$ cat config.mk
export PLATFORM = sky130hd
export DESIGN_NAME = pa_hop_ctrl
export DESIGN_NICKNAME = d
export VERILOG_FILES = /design/src/rtl/pa_hop_ctrl_pkg.sv /design/src/rtl/pa_align_pipe.sv /design/src/rtl/pa_hop_ctrl.sv
export SDC_FILE = /design/constraint.sdc
export NUM_CORES = 1
export LEC_CHECK = 0
export BUFFER_PORTS_ARGS = -buffer_cell sky130_fd_sc_hd__buf_2
export CAP_MARGIN = 15
export CORE_MARGIN = 5
export CORE_UTILIZATION = 43
export CTS_CLUSTER_DIAMETER = 50
export DETAILED_ROUTE_END_ITERATION = 7
export PLACE_DENSITY = 0.7
export SLEW_MARGIN = 20
export SYNTH_ARGS = -nofsm -noshare
export SYNTH_HDL_FRONTEND = slang
export SYNTH_SLANG_ARGS = --single-unit
$ cat constraint.sdc
create_clock -name clk -period 8.22 [get_ports clk]
set_clock_uncertainty 0.2 [all_clocks]
set_input_delay 0 -clock clk [delete_from_list [all_inputs] [get_ports clk]]
set_output_delay 0 -clock clk [all_outputs]
set_load 0.1 [all_outputs]
$ cat src/rtl/pa_hop_ctrl_pkg.sv
// Shared definitions for the hop scheduler and the pipelined phase accumulator.
package pa_hop_ctrl_pkg;

   typedef enum logic [1:0] {
      ST_IDLE  = 2'd0,
      ST_SYNC  = 2'd1,
      ST_RUN   = 2'd2,
      ST_FLUSH = 2'd3
   } hop_state_e;

   localparam int PA_SLICES = 4;
   localparam int PA_FCW_W  = 4 * PA_SLICES;
   localparam int PA_LAT    = PA_SLICES;

endpackage

$ cat src/rtl/pa_align_pipe.sv
// LAT-deep register chain that delays {wen, hop_start, idx} to line up with the
// accumulator's phase output.
module pa_align_pipe #(
   parameter int W   = 5,
   parameter int LAT = 4
) (
   input  logic         clk,
   input  logic         reset,
   input  logic [W-1:0] din,
   output logic [W-1:0] dout
);

   logic [W-1:0] chain_p [LAT];

   always_ff @(posedge clk or negedge reset) begin
      if (!reset) begin
         for (int i = 0; i < LAT; i++) chain_p[i] <= '0;
      end else begin
         chain_p[0] <= din;
         for (int i = 1; i < LAT; i++) chain_p[i] <= chain_p[i-1];
      end
   end

   assign dout = chain_p[LAT-1];

endmodule

$ cat src/rtl/pa_hop_ctrl.sv
// Frequency-hop scheduler: steps a table of {FCW, dwell} entries into the phase
// accumulator and emits valid/hop strobes aligned to the accumulator output.
module pa_hop_ctrl
   import pa_hop_ctrl_pkg::*;
#(
   parameter int FCW_W   = PA_FCW_W,
   parameter int DEPTH   = 8,
   parameter int AW      = 3,
   parameter int DWELL_W = 16,
   parameter int LAT     = PA_LAT
) (
   input  logic               clk,
   input  logic               reset,
   input  logic               cfg_we,
   input  logic [AW-1:0]      cfg_addr,
   input  logic [FCW_W-1:0]   cfg_fcw,
   input  logic [DWELL_W-1:0] cfg_dwell,
   input  logic [AW-1:0]      cfg_last,
   input  logic               cfg_loop,
   output logic               cfg_ready,
   input  logic               start,
   input  logic               stop,
   output logic [FCW_W-1:0]   pa_fcw,
   output logic               pa_wen,
   output logic               pa_rst_n,
   output logic               phase_valid,
   output logic               hop_strobe,
   output logic [AW-1:0]      hop_idx,
   output logic               busy,
   output logic               done
);

   localparam int FLW = $clog2(LAT + 1);
   localparam logic [FLW-1:0] FLUSH_LOAD = FLW'(LAT - 1);
   localparam int PW = AW + 2;

   logic [FCW_W-1:0]   tab_fcw   [DEPTH];
   logic [DWELL_W-1:0] tab_dwell [DEPTH];

   hop_state_e         state;
   logic [AW-1:0]      idx;
   logic [AW-1:0]      idx_nxt;
   logic [AW-1:0]      last_q;
   logic               loop_q;
   logic [DWELL_W-1:0] dwell_cnt;
   logic [FLW-1:0]     flush_cnt;
   logic               hop_first;
   logic [PW-1:0]      pipe_out;

   // A zero dwell still occupies one cycle, so the counter loads dwell-1 floored at 0.
   function automatic logic [DWELL_W-1:0] dwell_load(input logic [DWELL_W-1:0] d);
      return (d == '0) ? '0 : d - 1'b1;
   endfunction

   assign idx_nxt = (idx == last_q) ? '0 : idx + 1'b1;

   always_ff @(posedge clk or negedge reset) begin
      if (!reset) begin
         for (int i = 0; i < DEPTH; i++) begin
            tab_fcw[i]   <= '0;
            tab_dwell[i] <= '0;
         end
      end else if (cfg_we && cfg_ready) begin
         tab_fcw[cfg_addr]   <= cfg_fcw;
         tab_dwell[cfg_addr] <= cfg_dwell;
      end
   end

   always_ff @(posedge clk or negedge reset) begin
      if (!reset) begin
         state     <= ST_IDLE;
         idx       <= '0;
         last_q    <= '0;
         loop_q    <= 1'b0;
         dwell_cnt <= '0;
         flush_cnt <= '0;
         hop_first <= 1'b0;
         pa_fcw    <= '0;
         pa_wen    <= 1'b0;
         pa_rst_n  <= 1'b0;
         busy      <= 1'b0;
         done      <= 1'b0;
         cfg_ready <= 1'b0;
      end else begin
         done <= 1'b0;
         case (state)
            ST_IDLE: begin
               cfg_ready <= 1'b1;
               pa_rst_n  <= 1'b1;
               pa_wen    <= 1'b0;
               hop_first <= 1'b0;
               busy      <= 1'b0;
               if (start && !stop) begin
                  state     <= ST_SYNC;
                  last_q    <= cfg_last;
                  loop_q    <= cfg_loop;
                  idx       <= '0;
                  pa_rst_n  <= 1'b0;
                  cfg_ready <= 1'b0;
                  busy      <= 1'b1;
               end
            end
            ST_SYNC: begin
               pa_rst_n <= 1'b1;
               if (stop) begin
                  state     <= ST_FLUSH;
                  flush_cnt <= FLUSH_LOAD;
               end else begin
                  state     <= ST_RUN;
                  pa_wen    <= 1'b1;
                  pa_fcw    <= tab_fcw[0];
                  hop_first <= 1'b1;
                  dwell_cnt <= dwell_load(tab_dwell[0]);
               end
            end
            ST_RUN: begin
               hop_first <= 1'b0;
               if (stop) begin
                  state     <= ST_FLUSH;
                  pa_wen    <= 1'b0;
                  flush_cnt <= FLUSH_LOAD;
               end else if (dwell_cnt == '0) begin
                  if (idx == last_q && !loop_q) begin
                     state     <= ST_FLUSH;
                     pa_wen    <= 1'b0;
                     flush_cnt <= FLUSH_LOAD;
                  end else begin
                     idx       <= idx_nxt;
                     pa_fcw    <= tab_fcw[idx_nxt];
                     dwell_cnt <= dwell_load(tab_dwell[idx_nxt]);
                     hop_first <= 1'b1;
                  end
               end else begin
                  dwell_cnt <= dwell_cnt - 1'b1;
               end
            end
            ST_FLUSH: begin
               // Wait out the accumulator latency so the last valid sample leaves first.
               if (flush_cnt == '0) begin
                  state     <= ST_IDLE;
                  done      <= 1'b1;
                  busy      <= 1'b0;
                  cfg_ready <= 1'b1;
               end else begin
                  flush_cnt <= flush_cnt - 1'b1;
               end
            end
            default: state <= ST_IDLE;
         endcase
      end
   end

   pa_align_pipe #(
      .W   (PW),
      .LAT (LAT)
   ) u_align (
      .clk   (clk),
      .reset (reset),
      .din   ({pa_wen, hop_first, idx}),
      .dout  (pipe_out)
   );

   assign {phase_valid, hop_strobe, hop_idx} = pipe_out;

endmodule
==> implementation parameters, run 1 <==
Parameter                              Value

Run status
  Status    finished clean

STA
  Minimum period implied by the final worst setup slack    4984 ps
  Unrepaired setup endpoints after global routing    false
  Max frequency    0.2006 GHz
  Setup TNS    0 ps
  Endpoints failing hold    0
  Transition time at the pin with the least slew margin    1151 ps
  Final setup viols    0
  Headroom to the max-slew limit    0.2319
  Count of pins over their slew limit    0
  Hold slack final    6.750 ps
  Share of the clock period used by the worst path after layout    0.6063

Cells and area
  Layout Cells excl Fill    1873
  Filler Cells Inserted    3037
  Share of post-route cells with drive strength above 1    0.3314
  Commonest non-fill, non-tap cell in the layout    sky130_fd_sc_hd__dfrtp_1
  Area grow syn2layout    17.13%
  Most frequent cells in the layout    sky130_fd_sc_hd__dfrtp_1, sky130_fd_sc_hd__mux2_2, sky130_fd_sc_hd__a211oi_1
  Number of nets in the layout    1428

Drt
  Drt via density    5.777
  Number of remaining DRC errors    0
  Routed len/inst    20.46 um
  Drt pass-1 iters    5
  Number of routed nets with antenna violations    0
  Number of design-rule violations left by the first detailed-router iteration    852
  Drt total wl    38.31 mm
  Vias after detailed routing    10820

Clock tree
  TritonCTS clock tree    yes
  Clock-pin transition on the worst setup and hold timing paths    60 ps
  CTS sink cnt    326
  Post-cts gate resize count    0
  Number of CTS-inserted buffers    39
  Number of buffers inserted to repair setup after CTS    0
  CTS H-tree lvls    2
  Root buffer cell    sky130_fd_sc_hd__clkbuf_16
  Clk buf depth    3
  Insertion delay of the later-clocked pin in the worst-skew pair    560 ps
  Total of hold buffers inserted after clock tree synthesis    50

Floorplan
  Die footprint    40920 sq um
  Number of rows created at floorplan    70
  Die height    202.3 um
  CORE AREA    36520 sq um
  Initial standard-cell utilization of the core    0.4353
  DIE WIDTH    202.3 um
  Number of top-level pins    70

Synth
  Fraction of the yosys area taken by sequential cells    0.5131
  Syn Nets    1330
  Number of flops mapped to enable cells by yosys    0
  Predominant post-synthesis flop cell    sky130_fd_sc_hd__dfrtp_1
  Yosys cell types    80
  Avg Cell Area, Syn    12.47 sq um
  Ys async rst share    1.000
  Syn Inst Count    1275
  Flops & latches, synth    326
  Synth Warn #    0
  Mapped cell area    15900 sq um

Worst setup path
  FF-to-FF Start    idx[0]
  Family with the most delay on the worst path    simple AND/OR/NAND/NOR gates
  Endpoint class of the critical path    flip-flop
  CP peak stage delay    1070 ps
  Critical R2R Capture    dwell_cnt[14]
  Data arrival time of the worst path    5210 ps
  Startpoint kind of the worst setup timing path    flip-flop
  CP Depth    11
  Worst reg-to-reg setup slack    3240 ps
  Worst setup path class    flip-flop to flip-flop
  Number of cells traversed by the worst register-to-register path    11
  Critical path buffers and inverters    0
  Master of the slowest instance on the critical path    sky130_fd_sc_hd__dfrtp_4
  Required time of the worst setup path    8440 ps
  Cell seen most often among critical-path stages    sky130_fd_sc_hd__ha_1
  Ordered cell list for the critical path    ha_1 > xor2_2 > o31ai_4 > or4b_1 > o211ai_2 > ha_1 > and2_1 > nor3b_4 > nand2_1 > a211oi_1 > o21ai_1
  Critical path fanouts, max    64

Global route
  Global-route wire length before repair    62.85 mm
  Total overflow reported by the global router    0
  Met1 GRT Util    0.2628
  Met3 Usage GRT    0.04605
  Initial antenna violation count    3
  Pin count of the biggest net entering global routing    161
  Total global-route track usage    0.1895
  Number of global-route vias before repair    11290
  Most used routing layer    met2
  Global routing usage on met2    0.3000

Hold path
  Min-Delay Startpoint    cfg_we
  Cells on Worst Hold Path    4
  Worst Hold Endpoint    tab_fcw[9]
  Hold crit path type    input port to flip-flop

Placement
  Cell count after placement    1750
  Final RePlAce weighted congestion    0.8774
  Detail Placement HPWL    24.07 mm
  Count of buffers inserted at the top-level ports    69

Power
  P per Cell Area    440.5 nW/um^2
  Maximum resistive drop on vdd    0.3651 mV
  Lkg Pwr    7.665 nW

Run
  Max-Cap Viols    0
state kept, by name (all words and copies together), names as in the netlist, 2 cells and up:
signal,cells
flush_cnt,3
tab_dwell,128
pa_fcw,16
dwell_cnt,16
tab_fcw,128
idx,3
last_q,3
u_align.dout,5
state,2
u_align.chain_p,15
power breakdown:
group	leakage (nW)	internal, W	switching [W]	total [W]
logic	3.04	0.00143	0.00205	0.00349
clock network	0.689	0.00116	0.000687	0.00185
registers	3.93	0.00234	0.000529	0.00287
worst register-to-register path: cells and delay by family, from the launching register on:
family | cells | cell delay [ps]
AO/OA/AOI/OAI | 4 | 850
XOR/XNOR | 1 | 810
adder cells (fa/ha/maj) | 2 | 650
flip-flops | 1 | 1070
AND/OR/NAND/NOR | 4 | 1290
routing by layer:
layer  routed length, um  share of wire
met1               17330           0.45
met2               17740           0.46
met4                 872          0.023
met3                2356          0.061
met5                   7        0.00018
kinds of logic (layout without fill, tap and decap cells):
| kind of cell | after synthesis | after routing | share of synthesized area |
|---|---|---|---|
| muxes | 337 | 337 | 0.2426 |
| and+or+nand+nor | 221 | 221 | 0.07807 |
| xor gates and xnor gates | 35 | 35 | 0.02235 |
| AOI/OAI and AO/OA | 248 | 248 | 0.1086 |
| DFF | 326 | 326 | 0.5131 |
| adders and majority gates | 11 | 11 | 0.008657 |
| other | 0 | 2 | 0 |
| buffers and inverters | 97 | 225 | 0.02660 |
cells in the mapped netlist, drive strengths merged, types with 8 or more instances:
cell      n  area, sq um
xor2     17        190.2
clkbuf   57        214.0
dfrtp   326         8158
o22ai     8        56.30
buf      21        137.6
nand2b    8        50.05
a21oi    33        168.9
inv      19        71.32
a31oi    11        68.82
mux2i    58        580.6
o21ai    53        276.5
nor3     17        85.08
nor2b    38        237.7
xnor2    18        165.2
nand2    37        141.4
nor4     14        117.6
mux4     11        247.7
nor2     51        191.4
ha       11        137.6
mux2    268         3029
nand3    17        90.09
a211oi   84        630.6
final cells by class:
| cell class | count | area (sq um) | area share |
|---|---|---|---|
| timing repair buffer | 135 | 1006 | 0.05402 |
| sequential | 326 | 8162 | 0.4383 |
| antenna | 2 | 5.005 | 0.0002687 |
| tap | 468 | 585.6 | 0.03144 |
| multi-input combinational | 852 | 7391 | 0.3969 |
| clock inverter | 17 | 267.8 | 0.01438 |
| clock buffer | 54 | 1135 | 0.06094 |
| inverter | 19 | 71.32 | 0.003830 |
how the worst max path moves through the flow:
| stage | start | endpoint | slack (ps) |
|---|---|---|---|
| 2_1_floorplan | idx[1] | dwell_cnt[13] | 4830 |
| 4_1_cts | idx[0] | dwell_cnt[14] | 3240 |
| 3_5_place_dp | idx[0] | dwell_cnt[9] | 3280 |
| 3_3_place_gp | idx[0] | dwell_cnt[9] | 3410 |
| 6_report | idx[0] | dwell_cnt[14] | 3240 |
| 5_1_grt | idx[0] | dwell_cnt[9] | 2890 |
per-stage QoR:
| stage | cell area (sq um) | utilization | setup slack, ps | power, W |
|---|---|---|---|---|
| 5_1_grt | 18620 | 0.5099 | 2885 | 0.008705 |
| 4_1_cts | 18620 | 0.5098 | 3243 | 0.008225 |
| 3_3_place_gp | 16700 | 0.4572 | 3413 | 0.006204 |
| 2_1_floorplan | 15900 | - | 4830 | 0.005438 |
| 3_5_place_dp | 16700 | 0.4572 | 3283 | 0.006305 |
| 6_report | 18620 | 0.5099 | 3236 | 0.008203 |
Power figures use the tool's default switching activity.
==> run 2, diff against run 1 <==
- clock period: 8.22 -> 4.6 ns (I/O delays scaled with it)
==> implementation parameters, run 2 (synthesis gave the netlist of run 1 again) <==
Parameter                              Value

Drt
  Drt via density    5.787 (+0.17%)
  Drt pass-1 iters    5 (unchanged)
  Drt total wl    39.30 mm (+2.6%)
  Number of remaining DRC errors    0 (unchanged)
  Number of design-rule violations left by the first detailed-router iteration    674 (-21%)
  Routed len/inst    20.93 um (+2.3%)
  Number of routed nets with antenna violations    0 (unchanged)
  Vias after detailed routing    10870 (+0.43%)

STA
  Unrepaired setup endpoints after global routing    false
  Endpoints failing hold    0 (unchanged)
  Final setup viols    0 (unchanged)
  Setup TNS    0 ps (unchanged)
  Count of pins over their slew limit    0 (unchanged)
  Headroom to the max-slew limit    0.3295 (+0.09753)
  Max frequency    0.2532 GHz (+26%)
  Minimum period implied by the final worst setup slack    3950 ps (-1034 ps)
  Transition time at the pin with the least slew margin    1006 ps (-145.0 ps)
  Share of the clock period used by the worst path after layout    0.8587 (+0.2524)
  Hold slack final    47.99 ps (+41.24 ps)

Global route
  Global-route wire length before repair    63.58 mm (+1.2%)
  Total global-route track usage    0.1916 (+0.002094)
  Pin count of the biggest net entering global routing    150 (-6.8%)
  Initial antenna violation count    0 (-3)
  Total overflow reported by the global router    0 (unchanged)
  Number of global-route vias before repair    11190 (-0.91%)

Clock tree
  CTS sink cnt    326 (unchanged)
  Clk buf depth    3 (unchanged)
  Insertion delay of the later-clocked pin in the worst-skew pair    540 ps (-20 ps)
  Clock-pin transition on the worst setup and hold timing paths    60 ps (about the same)
  Root buffer cell    sky130_fd_sc_hd__clkbuf_16
  CTS H-tree lvls    2 (unchanged)
  Number of CTS-inserted buffers    39 (unchanged)
  Number of buffers inserted to repair setup after CTS    0 (unchanged)
  TritonCTS clock tree    yes

Floorplan
  Number of top-level pins    70 (unchanged)
  Number of rows created at floorplan    70 (unchanged)
  CORE AREA    36520 sq um (unchanged)
  Die footprint    40920 sq um (unchanged)
  Initial standard-cell utilization of the core    0.4353 (unchanged)
  Die height    202.3 um (unchanged)
  DIE WIDTH    202.3 um (unchanged)

Power
  Net Switching    0.005883 W (+80%)
  Cell internal pwr    0.008582 W (+74%)
  Lkg Pwr    7.655 nW (-0.14%)
  Net switching fraction of the power    0.4067 (+0.008207)
  Clk network pwr share    0.209 (-0.017)
  Part of the total power dissipated in sequential elements    0.349 (about the same)
  P per Cell Area    778.5 nW/um^2 (+77%)
  Comb power frac    0.443 (+0.018)
  Maximum resistive drop on vdd    0.6750 mV (+85%)

Placement
  Detail Placement HPWL    25.11 mm (+4.3%)
  Final RePlAce weighted congestion    0.9183 (+4.7%)
  Area of placed instances    16800 sq um (+0.61%)
  Count of buffers inserted at the top-level ports    69 (unchanged)

Worst setup path
  Startpoint kind of the worst setup timing path    flip-flop
  Required time of the worst setup path    4800 ps (-3640 ps)
  Data arrival time of the worst path    4150 ps (-1060 ps)
  Worst setup path class    flip-flop to flip-flop
  Endpoint class of the critical path    flip-flop
  Critical path fanouts, max    21 (-67%)

Cells and area
  Area grow syn2layout    16.87%
  Share of post-route cells with drive strength above 1    0.3348 (+0.003319)
  Number of nets in the layout    1440 (+0.84%)
  Cell area after layout    18580 sq um (-0.22%)
  Most frequent cells in the layout    sky130_fd_sc_hd__dfrtp_1, sky130_fd_sc_hd__mux2_2, sky130_fd_sc_hd__a211oi_1
  Number of antenna cells inserted    0 (-2)
  Commonest non-fill, non-tap cell in the layout    sky130_fd_sc_hd__dfrtp_1
  Final core area utilization    0.5088 (-0.001131)
  Largest registers    tab_dwell (128), tab_fcw (128)

Hold path
  Hold crit path type    input port to flip-flop

Run
  Max-Cap Viols    0 (unchanged)

Run status
  Status    finished clean
## run 2: changes by cell type in the layout (fill, tap and decap cells not counted), sizes merged
cell	previous run	this run
buf	86	98
bufinv	6	2
diode	2	0
clkbuf	54	52
inv	24	25
## run 2: repair_timing
action / in CTS / in global routing
endpoints found under the hold margin: 412 / 0
hold buffers: 50 / 0
resized for setup: 0 / 0
## run 2: through the flow
stage,worst slack (ps),power [W],instances
detailed placement,670.0,0.01136,1762
global placement,812.1,0.01116,1762
floorplan,1210,0.009717,1275
CTS,669.7,0.01451,1878
finish,649.9,0.01447,1878
global route,446.2,0.01534,1878
## run 2: power by group through the flow
stage	Combinational, W	Sequential [W]	Clock, W
after floorplan	0.00427	0.00544	0
after global placement	0.00617	0.00500	0
after detailed placement	0.00629	0.00507	0
after CTS	0.00640	0.00503	0.00309
after global routing	0.00693	0.00520	0.00321
final	0.00640	0.00504	0.00302
## run 2: cell type report
class,count,area [sq um]
tap,468,585.6
sequential,326,8162
multi-input combinational,852,7391
timing repair buffer,147,1101
clock inverter,14,186.4
fill,3144,17940
inverter,19,71.32
clock buffer,52,1085
## run 2: worst max-delay path: stages, from the launching register on
cell and delay (ps):
sky130_fd_sc_hd__dfrtp_1 550, sky130_fd_sc_hd__xor2_2 570, sky130_fd_sc_hd__or3_4 420, sky130_fd_sc_hd__mux2_2 400, sky130_fd_sc_hd__o41ai_2 380, sky130_fd_sc_hd__nand4b_1 270, sky130_fd_sc_hd__nor3b_4 490, sky130_fd_sc_hd__a21oi_1 120
sky130_fd_sc_hd__nand2_1 270, sky130_fd_sc_hd__o21ai_0 150
## run 2: metal layers
metal  wire length (um)  track usage  vias to the layer above  part of all wire
met1              18090       0.2700                     5570              0.46
met3               1846      0.03096                       68             0.047
met4                941      0.05504                        0             0.024
met5                  0            0                        -                 0
li1                   -            -                     4964                 -
met2              18420       0.3089                      266              0.47
## run 2: final timing paths
check	to	start	slack [ps]	cells past startpoint
worst max-delay path	dwell_cnt[4]	idx[2]	650	9
worst min-delay path	tab_dwell[46]	cfg_we	50	5
worst max register to register	dwell_cnt[4]	idx[2]	650	9
worst min register to register	u_align.dout[2]	u_align.chain_p[7]	140	0
max in group asynchronous	tab_dwell[45]	reset	2670	4
min in group asynchronous	tab_dwell[49]	reset	410	3
